===== src/rtl/key_debounce.sv =====
// Push-button debouncer: synchronizes a raw key level, samples it on a slow strobe and
// only accepts a new level after FILT consecutive disagreeing samples.
module key_debounce #(
   parameter int unsigned DIV  = 16,
   parameter int unsigned FILT = 4,
   parameter int unsigned INV  = 1
) (
   input  logic clk,
   input  logic rst_n,
   input  logic key_raw,
   output logic key_en,
   output logic key_clean,
   output logic key_chg
);

   localparam int unsigned    CW        = (DIV > 1) ? $clog2(DIV) : 1;
   localparam logic [CW-1:0]  CNT_LAST  = CW'(DIV - 1);
   localparam logic [7:0]     MCNT_LAST = 8'(FILT - 1);
   localparam logic           INV_BIT   = (INV != 0);

   logic          sync1_q, sync2_q;
   logic [CW-1:0] cnt_q, cnt_d;
   logic [7:0]    mcnt_q, mcnt_d;
   logic          clean_q, clean_d;
   logic          en_q;
   logic          chg_q, chg_d;
   logic          stb;

   assign stb = (cnt_q == CNT_LAST);

   always_comb begin
      cnt_d   = stb ? '0 : cnt_q + CW'(1);
      mcnt_d  = mcnt_q;
      clean_d = clean_q;
      chg_d   = 1'b0;
      if (stb) begin
         if (sync2_q != clean_q) begin
            // The FILT-th disagreeing sample commits the new level instead of counting on.
            if (mcnt_q == MCNT_LAST) begin
               clean_d = sync2_q;
               mcnt_d  = '0;
               chg_d   = 1'b1;
            end else begin
               mcnt_d = mcnt_q + 8'd1;
            end
         end else begin
            mcnt_d = '0;
         end
      end
   end

   always_ff @(posedge clk or negedge rst_n) begin
      if (!rst_n) begin
         sync1_q <= 1'b0;
         sync2_q <= 1'b0;
         cnt_q   <= '0;
         mcnt_q  <= '0;
         clean_q <= 1'b0;
         en_q    <= 1'b0;
         chg_q   <= 1'b0;
      end else begin
         sync1_q <= key_raw ^ INV_BIT;
         sync2_q <= sync1_q;
         cnt_q   <= cnt_d;
         mcnt_q  <= mcnt_d;
         clean_q <= clean_d;
         en_q    <= stb;
         chg_q   <= chg_d;
      end
   end

   assign key_en    = en_q;
   assign key_clean = clean_q;
   assign key_chg   = chg_q;

endmodule


===== config.mk =====
export PLATFORM = sky130hd
export DESIGN_NAME = key_debounce
export DESIGN_NICKNAME = d
export VERILOG_FILES = /design/src/rtl/key_debounce.sv
export SDC_FILE = /design/constraint.sdc
export NUM_CORES = 1
export LEC_CHECK = 0
export ABC_AREA = 1
export BUFFER_PORTS_ARGS = -buffer_cell sky130_fd_sc_hd__buf_2
export CORE_MARGIN = 1.5
export CORE_UTILIZATION = 45
export CTS_BUF_LIST = sky130_fd_sc_hd__clkbuf_2 sky130_fd_sc_hd__clkbuf_4 sky130_fd_sc_hd__clkbuf_8
export DETAILED_ROUTE_END_ITERATION = 10
export PLACE_DENSITY = 0.66
export SLEW_MARGIN = 20
export SYNTH_ARGS = -nofsm -noshare
export SYNTH_HDL_FRONTEND = slang
export SYNTH_SLANG_ARGS = --single-unit

===== constraint.sdc =====
create_clock -name clk -period 3.1 [get_ports clk]
set_clock_uncertainty 0.1 [all_clocks]
set_input_delay 0.62 -clock clk [delete_from_list [all_inputs] [get_ports clk]]
set_output_delay 0.62 -clock clk [all_outputs]
set_load 0.01 [all_outputs]

==> results.sh <==
export IMPL_status="complete, no violations"
export IMPL_required_ps=2380
export IMPL_synth_area_um2=835
export IMPL_rows=15
export IMPL_worst_path_max_delay_cell="dfrtp_1"
export IMPL_antenna_found_initial=0
export IMPL_crit_arrival_ps=860
export IMPL_fin_util_pct=53.3
export IMPL_critPathCaptureType="primary output"
export IMPL_ant_nets=0
export IMPL_layout_commonest_cell="nand2_1"
export IMPL_cts_sinks=17
export IMPL_area_growth_pct=10.3
export IMPL_grt_start_max_net_pins=18
export IMPL_cts_hold_buf=0
export IMPL_grt_pass1_vias=597
export IMPL_drt_wl_total_um=1400
export IMPL_port_buffer_count=5
export IMPL_slew_headroom_pct=75.4
export IMPL_yosysSeqAreaShare_pct=51.0
export IMPL_multi_input_area_um2=353
export IMPL_vias=610
export IMPL_yosysTopAreaCell="dfrtp_1"
export IMPL_path_cells="buf_2"
export IMPL_r2r_cells=8
export IMPL_drc=0
export IMPL_dpl_hpwl_um=1040
export IMPL_cts_made_buffers=3
export IMPL_worstSetupPathDepth=1
export IMPL_synth_cell_types=19
export IMPL_holdWs_ps=134
export IMPL_antenna_cells=0
export IMPL_power_mw=0.366
export IMPL_post_route_cells_drive_above_1_share_pct=16.0
export IMPL_cp_top_family="flip-flops"
export IMPL_cts_resized=0
export IMPL_reg2reg_from="mcnt_q[0]$_DFFE_PN0P_"
export IMPL_clkLatencyLatePin_ps=280
export IMPL_gp_congestion=0.865
export IMPL_crit_buf_inv=1
export IMPL_synth_area_leaders="dfrtp_1, nand2_1, inv_1"
export IMPL_placed_cells=127
export IMPL_rsz0062_at_grt="false"
export IMPL_drt_iter0_drc=7
export IMPL_track_usage_pct=17.3
export IMPL_synth_top_cell_area_share_pct=51.0
export IMPL_drv_slew=0
export IMPL_power_density_nw_per_um2=397
export IMPL_final_setup_tns_ps=0
export IMPL_ir_drop_uv=280
export IMPL_max_clock_freq_ghz=0.635
export IMPL_fin_crit_sh_pct=50.8
export IMPL_worstSetupPathType="reg -> out"
export IMPL_die_w_um=46.1
export IMPL_worst_slew_pin_slew_ps=370
export IMPL_cts_root_buffer="clkbuf_4"
export IMPL_cts_buffer_depth=2
export IMPL_grt_pass1_wl_um=2550
export IMPL_critical_path_max_fanout=4
export IMPL_fillers=164
export IMPL_ys_warn_count=0
export IMPL_r2r_end="mcnt_q[6]$_DFFE_PN0P_"
export IMPL_ys_ff_latch=17
export IMPL_seqCellArea_um2=425
export IMPL_post_cts_buffers=0
export IMPL_overflow=0
export IMPL_avgSynthCellArea_um2=8.60
export IMPL_die_area_um2=2120
export IMPL_clk_pin_slew_worst_paths_ps=90
export IMPL_final_cell_mix="nand2_1, dfrtp_1, inv_1"
export IMPL_ios=6
export IMPL_max_cap_violations=0
export IMPL_setup_viol=0
export IMPL_synth_cells=97
export IMPL_slowest_delay_ps=420
export IMPL_htree_levels=1
export IMPL_wl_per_cell_um=10.7
export IMPL_viasPerCell=4.66
export IMPL_die_h_um=46.1
export IMPL_start_kind="flop"
export IMPL_finalNonFillerCells=131
export IMPL_initial_utilization_pct=48.3
export IMPL_nNetsFinal=112
export IMPL_rrSetupSlack_ps=1630
export IMPL_leakage_nw=0.460
export IMPL_drtPass1Iterations=4
export IMPL_cts_tree="done"
export IMPL_coreArea_um2=1730
export IMPL_min_path_type="in -> async"
export IMPL_period_needed_ps=1580
export IMPL_hold_viol_final=0
export IMPL_syn_num_nets=102
## cell usage after synthesis
library cell and number:
nand4_1 1, o21ai_0 4, inv_1 14, nand2_4 1
xor2_1 3, dfrtp_1 17, nor2_1 8, clkinv_1 1
xnor2_1 1, o21ai_1 1, nand2_1 29, o22ai_1 1
nor3_1 1, nand3_4 1, or2_2 1, ha_1 2
o21ai_2 4, nand3_1 6, nor2_4 1
## cells by family after synthesis
| kind of cell | synth area share, % |
|---|---|
| AO/OA/AOI/OAI | 7.95 |
| XOR/XNOR | 4.20 |
| AND/OR/NAND/NOR | 27.1 |
| buffers and inverters | 6.75 |
| adder cells (fa/ha/maj) | 3.00 |
| flip-flops | 51.0 |
## metrics by stage
step	instance area [um^2]	worst slack, ps
after floorplan	835	1790
after global placement	891	1670
after detailed placement	891	1640
after CTS	921	1510
after global routing	921	1440
final	921	1520
## flip-flops by register name (all words and copies together), names as in the netlist
signal     count
key_en         1
mcnt_q         8
key_clean      1
sync1_q        1
key_chg        1
sync2_q        1
cnt_q          4
## worst max path at each step
stage,startpoint,to
floorplan,mcnt_q[0]$_DFFE_PN0P_,mcnt_q[6]$_DFFE_PN0P_
global placement,mcnt_q[0]$_DFFE_PN0P_,mcnt_q[6]$_DFFE_PN0P_
detailed placement,mcnt_q[0]$_DFFE_PN0P_,mcnt_q[4]$_DFFE_PN0P_
CTS,key_clean$_DFFE_PN0P_,key_clean
global route,mcnt_q[0]$_DFFE_PN0P_,mcnt_q[6]$_DFFE_PN0P_
finish,key_clean$_DFFE_PN0P_,key_clean
## worst reg2reg max path: cells and delay by family (launching register included)
kind / cells / cell delay (ps)
and+or+nand+nor: 6 / 490
DFF: 1 / 450
adders and majority gates: 1 / 270
buffers and inverters: 1 / 70
## power breakdown
group / internal (mW) / switching, mW / leakage, nW / total [mW]
logic: 0.00482 / 0.00965 / 0.215 / 0.0145
clock network: 0.0588 / 0.0641 / 0.0184 / 0.123
registers: 0.225 / 0.00333 / 0.226 / 0.228
total: 0.289 / 0.0771 / 0.460 / 0.366
## per-layer routing
layer  part of all wire [%]  GRT usage, %  vias up
met5                      0             0        -
met4                    2.7          10.3        0
met3                    1.8          2.35        5
met2                     46          28.6        6
met1                     49          21.3      280
li1                       -             -      319
## area by class of cell
cell class              instances  share of cell area (%)
flip-flops and latches         17                    46.2
well taps                      25                    3.40
clock buffers                   4                    3.26
inverters                      15                    6.11
repair buffers                  5                    2.72
multi-input cells              65                    38.3
(Power assumes the default switching activity.)
